[src/rtl/riscv_irq_generator_pkg.sv]
// Shared types and constants for the bench-side RI5CY interrupt generator.
package irq_gen_pkg;

  localparam int          IRQ_ID_W     = 5;
  localparam logic [15:0] LFSR_TAPS    = 16'hB400;
  localparam logic [15:0] DEFAULT_SEED = 16'hACE1;

  typedef enum logic [1:0] {
    IDLE,
    REQ,
    GAP
  } irq_gen_state_e;

endpackage

[src/rtl/riscv_irq_generator_if.sv]
// Level interrupt request / acknowledge pair between the generator and the core.
interface riscv_irq_generator_if;

  logic                               irq;
  logic [irq_gen_pkg::IRQ_ID_W-1:0]   irq_id;
  logic                               irq_sec;
  logic                               irq_ack;
  logic [irq_gen_pkg::IRQ_ID_W-1:0]   ack_id;

  modport master (
    output irq, irq_id, irq_sec,
    input  irq_ack, ack_id
  );

  modport slave (
    input  irq, irq_id, irq_sec,
    output irq_ack, ack_id
  );

endinterface

[src/rtl/riscv_irq_generator_lfsr.sv]
// 16-bit Fibonacci LFSR (x^16+x^14+x^13+x^11+1) with seed load and step enable.
// Latency: state updates on the edge after load/step.
// Backpressure: none; load overrides step, a zero seed falls back to the reset seed.
module irq_lfsr16
  import irq_gen_pkg::*;
#(
  parameter logic [15:0] RESET_SEED = irq_gen_pkg::DEFAULT_SEED
) (
  input  logic        clk_i,
  input  logic        rst_i,
  input  logic        load,
  input  logic [15:0] seed,
  input  logic        step,
  output logic [15:0] state
);

  logic [15:0] state_q;

  always_ff @(posedge clk_i) begin
    if (rst_i) begin
      state_q <= RESET_SEED;
    end else if (load) begin
      state_q <= (seed == 16'd0) ? RESET_SEED : seed;
    end else if (step) begin
      state_q <= {state_q[14:0], ^(state_q & LFSR_TAPS)};
    end
  end

  assign state = state_q;

endmodule

[src/rtl/riscv_irq_generator.sv]
// Random/directed interrupt source for RI5CY: pending vector, highest-ID level request, ack clear.
// Latency: set -> pending_o +1 cycle, irq +2 cycles; ack -> irq low +1, next irq earliest +3.
// Backpressure: request held frozen until a matching ack; sets keep accumulating meanwhile.
module riscv_irq_generator #(
  parameter int          NUM_IRQ      = 32,
  parameter logic [15:0] DEFAULT_SEED = irq_gen_pkg::DEFAULT_SEED
) (
  input  logic                             clk_i,
  input  logic                             rst_i,
  input  logic [1:0]                       mode_i,
  input  logic                             set_valid_i,
  input  logic [irq_gen_pkg::IRQ_ID_W-1:0] set_id_i,
  input  logic                             set_sec_i,
  input  logic                             seed_load_i,
  input  logic [15:0]                      seed_i,
  input  logic [7:0]                       min_gap_i,
  input  logic [7:0]                       gap_mask_i,
  riscv_irq_generator_if.master            core,
  output logic [NUM_IRQ-1:0]               pending_o,
  output logic                             ack_err_o,
  output logic [31:0]                      irq_count_o
);

  import irq_gen_pkg::*;

  irq_gen_state_e      state_q, state_d;
  logic [NUM_IRQ-1:0]  pending_q, pending_d, sec_q, sec_d, set_mask, clr_mask;
  logic [IRQ_ID_W-1:0] id_q, hi_idx;
  logic                id_sec_q;
  logic [8:0]          gap_cnt_q, gap_reload;
  logic [15:0]         lfsr;
  logic                lfsr_unused;
  logic                dir_set, rnd_set;
  logic                latch_en, ack_ok, ack_err_d, ack_err_q;
  logic [31:0]         count_q;

  irq_lfsr16 #(
    .RESET_SEED(DEFAULT_SEED)
  ) u_lfsr (
    .clk_i (clk_i),
    .rst_i (rst_i),
    .load  (seed_load_i),
    .seed  (seed_i),
    .step  (mode_i[1]),
    .state (lfsr)
  );

  assign lfsr_unused = ^lfsr[15:8];

  assign dir_set    = set_valid_i & mode_i[0];
  assign rnd_set    = mode_i[1] & (gap_cnt_q == 9'd0);
  assign gap_reload = {1'b0, min_gap_i} + {1'b0, lfsr[7:0] & gap_mask_i};

  // Directed set is applied last so its secure bit wins on an ID collision.
  always_comb begin
    set_mask = '0;
    sec_d    = sec_q;
    if (rnd_set) begin
      set_mask[lfsr[4:0]] = 1'b1;
      sec_d[lfsr[4:0]]    = lfsr[5];
    end
    if (dir_set) begin
      set_mask[set_id_i] = 1'b1;
      sec_d[set_id_i]    = set_sec_i;
    end
  end

  // Set after clear: a same-cycle set of the acknowledged ID keeps it pending.
  always_comb begin
    clr_mask = '0;
    if (ack_ok) begin
      clr_mask[id_q] = 1'b1;
    end
    pending_d = (pending_q & ~clr_mask) | set_mask;
  end

  always_comb begin
    hi_idx = '0;
    for (int i = 0; i < NUM_IRQ; i++) begin
      if (pending_q[i]) begin
        hi_idx = i[IRQ_ID_W-1:0];
      end
    end
  end

  always_comb begin
    state_d   = state_q;
    latch_en  = 1'b0;
    ack_ok    = 1'b0;
    ack_err_d = 1'b0;
    case (state_q)
      IDLE: begin
        ack_err_d = core.irq_ack;
        if ((mode_i != 2'b00) && (|pending_q)) begin
          latch_en = 1'b1;
          state_d  = REQ;
        end
      end
      REQ: begin
        if (core.irq_ack) begin
          if (core.ack_id == id_q) begin
            ack_ok  = 1'b1;
            state_d = GAP;
          end else begin
            ack_err_d = 1'b1;
          end
        end
      end
      GAP: begin
        ack_err_d = core.irq_ack;
        state_d   = IDLE;
      end
      default: state_d = IDLE;
    endcase
  end

  always_ff @(posedge clk_i) begin
    if (rst_i) begin
      state_q <= IDLE;
    end else begin
      state_q <= state_d;
    end
  end

  always_ff @(posedge clk_i) begin
    if (rst_i) begin
      pending_q <= '0;
      sec_q     <= '0;
      id_q      <= '0;
      id_sec_q  <= 1'b0;
      ack_err_q <= 1'b0;
      count_q   <= '0;
      gap_cnt_q <= {1'b0, min_gap_i};
    end else begin
      pending_q <= pending_d;
      sec_q     <= sec_d;
      ack_err_q <= ack_err_d;
      if (latch_en) begin
        id_q     <= hi_idx;
        id_sec_q <= sec_q[hi_idx];
      end
      if (ack_ok) begin
        count_q <= count_q + 32'd1;
      end
      if (mode_i[1]) begin
        gap_cnt_q <= rnd_set ? gap_reload : gap_cnt_q - 9'd1;
      end
    end
  end

  assign core.irq     = (state_q == REQ);
  assign core.irq_id  = id_q;
  assign core.irq_sec = id_sec_q;
  assign pending_o    = pending_q;
  assign ack_err_o    = ack_err_q;
  assign irq_count_o  = count_q;

endmodule
[src/flat_wrapper.sv]
// flat-port wrapper written by rule: the top's interface ports become plain ports
module riscv_irq_generator_flat import irq_gen_pkg::*;
#(
  parameter int          NUM_IRQ      = 32,
  parameter logic [15:0] DEFAULT_SEED = irq_gen_pkg::DEFAULT_SEED
)
  (clk_i, rst_i, mode_i, set_valid_i, set_id_i, set_sec_i, seed_load_i, seed_i, min_gap_i, gap_mask_i, pending_o, ack_err_o, irq_count_o, core_irq, core_irq_id, core_irq_sec, core_irq_ack, core_ack_id);
  riscv_irq_generator_if core_i ();
  input  logic clk_i;
  input  logic rst_i;
  input  logic [1:0] mode_i;
  input  logic set_valid_i;
  input  logic [irq_gen_pkg::IRQ_ID_W-1:0] set_id_i;
  input  logic set_sec_i;
  input  logic seed_load_i;
  input  logic [15:0] seed_i;
  input  logic [7:0] min_gap_i;
  input  logic [7:0] gap_mask_i;
  output logic [NUM_IRQ-1:0] pending_o;
  output logic ack_err_o;
  output logic [31:0] irq_count_o;
  output wire logic [$bits(core_i.irq)-1:0] core_irq;
  output wire logic [$bits(core_i.irq_id)-1:0] core_irq_id;
  output wire logic [$bits(core_i.irq_sec)-1:0] core_irq_sec;
  input wire logic [$bits(core_i.irq_ack)-1:0] core_irq_ack;
  input wire logic [$bits(core_i.ack_id)-1:0] core_ack_id;
  assign core_irq = core_i.irq;
  assign core_irq_id = core_i.irq_id;
  assign core_irq_sec = core_i.irq_sec;
  assign core_i.irq_ack = core_irq_ack;
  assign core_i.ack_id = core_ack_id;
  riscv_irq_generator #(.NUM_IRQ(NUM_IRQ), .DEFAULT_SEED(DEFAULT_SEED)) u_core (.clk_i(clk_i), .rst_i(rst_i), .mode_i(mode_i), .set_valid_i(set_valid_i), .set_id_i(set_id_i), .set_sec_i(set_sec_i), .seed_load_i(seed_load_i), .seed_i(seed_i), .min_gap_i(min_gap_i), .gap_mask_i(gap_mask_i), .core(core_i), .pending_o(pending_o), .ack_err_o(ack_err_o), .irq_count_o(irq_count_o));
endmodule
[config.mk]
export PLATFORM = sky130hd
export DESIGN_NAME = riscv_irq_generator_flat
export DESIGN_NICKNAME = d
export VERILOG_FILES = /design/src/rtl/riscv_irq_generator_pkg.sv /design/src/rtl/riscv_irq_generator_if.sv /design/src/rtl/riscv_irq_generator_lfsr.sv /design/src/rtl/riscv_irq_generator.sv /design/src/flat_wrapper.sv
export SDC_FILE = /design/constraint.sdc
export NUM_CORES = 1
export LEC_CHECK = 0
export CORE_ASPECT_RATIO = 0.8
export CORE_UTILIZATION = 40
export CTS_CLUSTER_DIAMETER = 100
export DETAILED_ROUTE_END_ITERATION = 10
export GPL_ROUTABILITY_DRIVEN = 0
export PLACE_DENSITY_LB_ADDON = 0.15
export SETUP_SLACK_MARGIN = 0.5
export SYNTH_ARGS = -nofsm -noshare
export SYNTH_HDL_FRONTEND = slang
export SYNTH_SLANG_ARGS = --single-unit
[constraint.sdc]
create_clock -name clk_i -period 4.7 [get_ports clk_i]
set_clock_uncertainty 0.1 [all_clocks]
set_input_delay 0.47 -clock clk_i [delete_from_list [all_inputs] [get_ports clk_i]]
set_output_delay 0.47 -clock clk_i [all_outputs]
set_load 0.05 [all_outputs]
==> impl_results.md, run 1 <==
* Status: finished clean
* Antenna violations before repair at 0
* Antenna cells at 0
* Critical Path RT at 4.92 ns
* Final net count at roughly 1,000
* CTS resizes at 0
* 1st-iter DRT viols at 689
* Worst slew pin tran at roughly 0.98 ns
* Multi-input gate area at between 0.004 and 0.005 mm^2
* Lkg Pwr at 3.40 nW
* Hold-fix buffers, CTS at 0
* Synth top area cells: dfxtp_1, mux2i_1, nor2_1
* Hold Crit Class: register to register
* Top_reg_cell synth: dfxtp_1
* Yosys top cell area share at 0.342
* Tot GR Track Use at 0.251
* Root Driver: clkbuf_16
* Die area at ~0.018 mm^2
* Final core occ at 0.526
* Tot Pwr at 2.92 mW
* Post-DP HPWL at around 16,000 um
* Slew Limit Fails at 0
* Via-per-instance ratio at about 5.8
* Post-Syn Area at 0.00713 mm^2
* Initial Utilization at 0.411
* DRC violations left at 0
* Site row count at between 40 and 50
* I/O Pins at around 120
* Yosys warns at 0
* Die W at 151 um
* Sequential area share after synthesis at 0.376
* R2R Setup Slk at 1.48 ns
* Seq. cell area at 0.00268 mm^2
* Slowest cell on crit path: nor3_2
* RSZ-0062 raised after global routing: no
* Clock Tree Buf Depth at 2
* Dominant cell type by count on the critical path: nor3_2
* Vias at ~7,000
* PwrDens at around 320 mW/mm^2
* Clock slew at reported path FFs at approximately 0.060 ns
* Rel. slew slack at 0.344
* MaxCap Viol Count at 0
* Clk_lat worst skew at about 0.42 ns
* Layout cells sized above 1 at 0.0693
* Synth cell types at 62
* Die Y at roughly 120 um
* Area of placed instances at between 0.008 and 0.009 mm^2
* # H-tree levels at 4
* Setup_tns at 0 ns
* Slowest Stage Delay on Critical Path at roughly 0.56 ns
* CP startpoint kind: register
* Final wirelength at 22,200 um
* Final hold slack at 0.366 ns
* Final setup fails at 0
* Avg Cell Area, Syn at between 8 and 9 um^2
* Vias in the first global route at approximately 6,500
* Fin. Hold Viols at 0
* Seq cells post-synth at 130
* Final period utilization at 0.685
* Peak supply drop at approximately 0.24 mV
* Worst-path maximum fanout at 10
* TritonRoute pass-1 iters at 7
* Post-Layout Inst Area at 0.00914 mm^2
* Delay-heaviest family, CP: simple AND/OR/NAND/NOR gates
* Synth Net Count at ~940
* Worst Path Arrival at 3.44 ns
* Cells along the critical path: nor3_2, nand3b_1, or4b_1, or2_1, nor3_2, nand2_1, mux2i_1, a211oi_1
* First-pass GRT wire length at 35,100 um
* Cell count after synthesis at roughly 900
* Synth async-reset ratio at 0
* Tmin final at approximately 3.2 ns
* Input/output buffers at roughly 120
* Setup Buffers After CTS at 0
* CTS tree: yes
* Layout area overhead at 28.1%
* Core Footprint at roughly 0.017 mm^2
* Cell taking the most area after synthesis: dfxtp_1
* Total CTS buffers at 17
* Number of synthesized flops with an enable pin at 8
* Crit path buffers/inverters at 0
* Path type of the worst setup path: register to register
* Crit. End Element: register
* Number of nets with antenna violations after routing at 0
* Largest net degree at the start of global routing at 94
* FMAX at 0.311 GHz
* CTS sink cnt at 130
* WL/cell at 18.2 um
* Congestion Overflow GR at 0
* Filler cells at approximately 1,600
[final cells by class]
type	count	area share
sequential	130	0.294
multi-input combinational	683	0.460
clock inverter	13	0.0160
inverter	21	0.00863
clock buffer	19	0.0520
tap	225	0.0308
timing repair buffer	129	0.139
[cells by family after synthesis]
kind of cell             Yosys count  synth area share
AO/OA/AOI/OAI                    197             0.176
XOR/XNOR                          43            0.0528
adder cells (fa/ha/maj)           11            0.0203
buffers and inverters             65            0.0356
flip-flops                       130             0.376
multiplexers                      60            0.0868
AND/OR/NAND/NOR                  372             0.252
[cells in the mapped netlist, drive strengths merged, types with 6 or more instances]
cell type,n
nand3,28
o21ai,52
a311oi,7
nand2,111
mux2i,45
inv,21
nor2b,6
nor4,11
a21oi,31
a211oi,29
or3,10
xnor2,17
nor2,117
mux2,15
xor2,26
ha,10
dfxtp,122
buf,8
and3,6
nor3b,6
a31oi,32
edfxtp,8
and2,13
nor3,18
clkbuf,36
o22ai,9
nand2b,14
nand4,9
[final timing paths]
kind                                          from                          endpoint  depth (start not counted)
setup / recovery     u_core.gap_cnt_q[3]$_DFFE_PP_        u_core.sec_q[8]$_SDFF_PP0_                          8
hold / removal    u_core.gap_cnt_q[8]$_SDFFE_PP0P_  u_core.gap_cnt_q[8]$_SDFFE_PP0P_                          2
setup reg to reg     u_core.gap_cnt_q[3]$_DFFE_PP_        u_core.sec_q[8]$_SDFF_PP0_                          8
hold reg to reg   u_core.gap_cnt_q[8]$_SDFFE_PP0P_  u_core.gap_cnt_q[8]$_SDFFE_PP0P_                          2
[state kept, by name, indices dropped and copies added (netlist names)]
name and count:
u_core.state_q 2, u_core.ack_err_o 1, u_core.u_lfsr.state 16, u_core.pending_o 32
u_core.core.irq_id 5, u_core.gap_cnt_q 9, u_core.sec_q 32, u_core.core.irq_sec 1
u_core.irq_count_o 32
[per-layer routing]
layer | GRT usage | wire length, um | vias up
met5 | 0 | 0 | -
met4 | 0.0931 | 535 | 0
met3 | 0.0609 | 1930 | 43
met2 | 0.355 | 9230 | 307
met1 | 0.364 | 10500 | 3311
li1 | - | - | 3370
[tightest hold or removal path: cells and delay by family (launching register included)]
family | cells | cell delay [ns]
DFF | 1 | 0.32
AOI/OAI and AO/OA | 1 | 0.05
and+or+nand+nor | 1 | 0.05
[stage by stage]
step	instances	setup WS, ns
2_1_floorplan	878	1.82
3_3_place_gp	1188	1.32
3_5_place_dp	1188	1.25
4_1_cts	1220	1.50
5_1_grt	1220	1.28
6_report	1220	1.48
[where the power goes]
part	internal [mW]	total, mW	switching (mW)	leakage, nW
combinational	0.151	0.355	0.204	2.04
sequential	1.15	1.20	0.0518	1.07
clock	0.849	1.37	0.516	0.297
total	2.15	2.92	0.772	3.40
[cells in the final DEF (no fill, tap or decap), drive strengths merged, types with 18 or more instances in the layout]
cell type,Yosys,layout
nor3,18,18
nor2,117,117
inv,21,24
clkdlybuf4s50,0,120
xor2,26,26
a211oi,29,29
a21oi,31,31
mux2i,45,45
a31oi,32,32
nand2,111,111
dfxtp,122,122
o21ai,52,52
nand3,28,28
clkbuf,36,19
Note: power is estimated with default switching activity, not from simulation.
==> inputs of run 2 (changes only) <==
==> constraint.sdc (replaced) <==
create_clock -name clk_i -period 3.25 [get_ports clk_i]
set_clock_uncertainty 0.1 [all_clocks]
set_input_delay 0.325 -clock clk_i [delete_from_list [all_inputs] [get_ports clk_i]]
set_output_delay 0.325 -clock clk_i [all_outputs]
set_load 0.05 [all_outputs]
==> run 2 against run 1 <==
Net effect: clock power is 52% higher; flip-flop and latch count unchanged; first-iteration DRC count down 18%; routed wire length increased by 2.9%; register-to-register slack worse by 0.92 ns; final cell count grew 2.6%; critical path depth shrank 1; design area rose by 4.3%; clock-buffer cell count unchanged; worst hold slack got worse by 0.096 ns; combinational power up 60%; core utilization rose by 2.3 points; critical endpoint is now u_core.core.irq_sec$_SDFFE_PP0P_; largest cell class unchanged; highest routed layer unchanged.
==> impl_results.md, run 2 (same netlist as run 1, synthesis figures left out) <==
* Crit. End Element: register
* CTS tree: yes
* Congestion Overflow GR at 0
* RSZ-0062 raised after global routing: yes
* Final net count at around 1,100
* Tot Pwr at between 4 and 5 mW
* Crit path buffers/inverters at 0
* Path type of the worst setup path: register to register
* WL/cell at 18.3 um
* Most frequent cells in the layout: clkdlybuf4s50_1, nor2_1, dfxtp_1, nand2_1, o21ai_0
* Clock Power Share at 0.476
* Tmin final at roughly 2.7 ns
* Area of placed instances at just under 0.009 mm^2
* Critical Path RT at between 3 and 4 ns
* Slowest Stage Delay on Critical Path at approximately 0.60 ns
* WHS Path Cells at 2
* Via-per-instance ratio at 5.67
* Die W at 151 um
* FF-to-FF Start: u_core.pending_o[29]$_SDFF_PP0_
* Slew Limit Fails at 0
* Internal at around 3.2 mW
* Number of nets with antenna violations after routing at 0
* Finished Layout Cells at about 1,300
* Final wirelength at approximately 23,000 um
* Worst-path maximum fanout at 8
* Cells along the critical path: or4_4, nor4b_4, a21oi_1, nand2_2, mux2_2, a221oi_1, o211a_1
* Post-DP HPWL at 16,100 um
* Antenna violations before repair at 0
* Hold EP: u_core.u_lfsr.state[8]$_SDFFE_PP0P_
* Vias in the first global route at around 6,600
* Status: finished clean
* Hold Crit Class: primary input to register
* Core Footprint at between 0.015 and 0.02 mm^2
* Total CTS buffers at 17
* 1st-iter DRT viols at about 570
* Layout cells sized above 1 at 0.126
* Input/output buffers at roughly 120
* I/O Pins at approximately 120
* Initial Utilization at 0.411
* Peak supply drop at ~0.32 mV
* Layout area overhead at 33.6%
* Final setup fails at 0
* Post-Layout Inst Area at roughly 0.0095 mm^2
* P_sw at roughly 1.1 mW
* Combinational Power Share at 0.130
* Vias at approximately 7,000
* First-pass GRT wire length at roughly 36,000 um
* # H-tree levels at 4
* Setup_tns at 0 ns
* Final period utilization at 0.828
* CP startpoint kind: register
* MaxCap Viol Count at 0
* Antenna cells at 0
* Die area at ~0.018 mm^2
* Sequential share of power at 0.394
* Placement Setup Slack at around 0.29 ns
* Lkg Pwr at around 3.6 nW
* Clk_lat worst skew at 0.42 ns
* Reg2reg path depth at 7
* Worst setup margin at about 0.56 ns
* DRC violations left at 0
* Clock Tree Buf Depth at 2
* Delay-heaviest family, CP: simple AND/OR/NAND/NOR gates
* Fin. Hold Viols at 0
* Hold path start: rst_i
* Slowest cell on crit path: or4_4
* CTS sink cnt at 130
* Largest net degree at the start of global routing at 62
* Commonest non-fill, non-tap cell in the layout: clkdlybuf4s50_1
* Worst Path Arrival at between 2 and 3 ns
* Die Y at between 100 and 150 um
* Clock slew at reported path FFs at 0.06 ns
* Worst slew pin tran at a little under 0.8 ns
* TritonRoute pass-1 iters at 7
* Hold-fix buffers, CTS at 0
* Site row count at 43
* R2R Setup Slk at ~0.56 ns
* Critical R2R Capture: u_core.core.irq_sec$_SDFFE_PP0P_
* PwrDens at 458 mW/mm^2
* Rel. slew slack at 0.471
* FMAX at around 0.37 GHz
* Tot GR Track Use at 0.256
* Root Driver: clkbuf_16
* Sw Ratio at 0.259
* Post-placement cell count at between 1,000 and 1,500
run 2: cell types whose count changed in the layout (fill, tap and decap cells not counted), moves of 3 or more:
cell / delta
a211oi_1: -5
a211oi_2: +5
buf_4: +27
buf_6: +4
clkinv_4: -3
dfxtp_1: -10
dfxtp_2: +10
run 2: final cells by class:
class	instances	area (um^2)
clock buffer	19	453
clock inverter	13	181
fill	1655	7850
inverter	21	78.8
multi-input combinational	683	4300
sequential	130	2700
tap	225	282
timing repair buffer	161	1540
run 2: worst max-delay path by stage:
stage,start,end,slack [ns],depth (start not counted)
after detailed placement,u_core.pending_o[29]$_SDFF_PP0_,u_core.core.irq_sec$_SDFFE_PP0P_,0.29,7
final,u_core.pending_o[29]$_SDFF_PP0_,u_core.core.irq_sec$_SDFFE_PP0P_,0.56,7
after global placement,u_core.pending_o[29]$_SDFF_PP0_,u_core.core.irq_sec$_SDFFE_PP0P_,0.30,7
after floorplan,u_core.irq_count_o[9]$_SDFFE_PP0P_,u_core.irq_count_o[31]$_SDFFE_PP0P_,0.48,7
after global routing,u_core.pending_o[29]$_SDFF_PP0_,u_core.core.irq_sec$_SDFFE_PP0P_,0.45,7
after CTS,u_core.pending_o[29]$_SDFF_PP0_,u_core.core.irq_sec$_SDFFE_PP0P_,0.49,7
run 2: power by group through the flow:
stage / registers, mW / clock network [mW] / logic, mW
floorplan: 1.76 / 0 / 0.315
global placement: 1.75 / 0 / 0.532
detailed placement: 1.75 / 0 / 0.534
CTS: 1.72 / 2.10 / 0.537
global route: 1.72 / 2.18 / 0.616
finish: 1.72 / 2.08 / 0.567
run 2: metal layers:
metal / up-vias / share of wire / routed length, um / GRT usage
met1: 3301 / 0.47 / 10800 / 0.362
met2: 307 / 0.41 / 9430 / 0.359
met5: - / 0 / 0 / 0
li1: 3442 / - / - / -
met3: 45 / 0.089 / 2030 / 0.0744
met4: 0 / 0.025 / 577 / 0.0994
run 2: metrics by stage:
step / utilization / hold WS [ns]
3_3_place_gp: 0.500 / 0.359
3_5_place_dp: 0.500 / 0.360
2_1_floorplan: - / 0.341
5_1_grt: 0.548 / 0.277
6_report: 0.548 / 0.270
4_1_cts: 0.538 / 0.249
run 2: worst reg2reg max path, cell delays in order (launching register included):
cell and delay [ns]:
dfxtp_1 0.39, or4_4 0.61, nor4b_4 0.30, a21oi_1 0.17, nand2_2 0.17, mux2_2 0.36, a221oi_1 0.32, o211a_1 0.21
run 2: repair_timing:
action                     4_1_cts  5_1_grt
setup endpoints to repair       23       38
gates cloned                     0        0
gates resized for setup          7       24
pin swaps                        0       13
setup buffers                    0       11
hold endpoints to repair         0        0
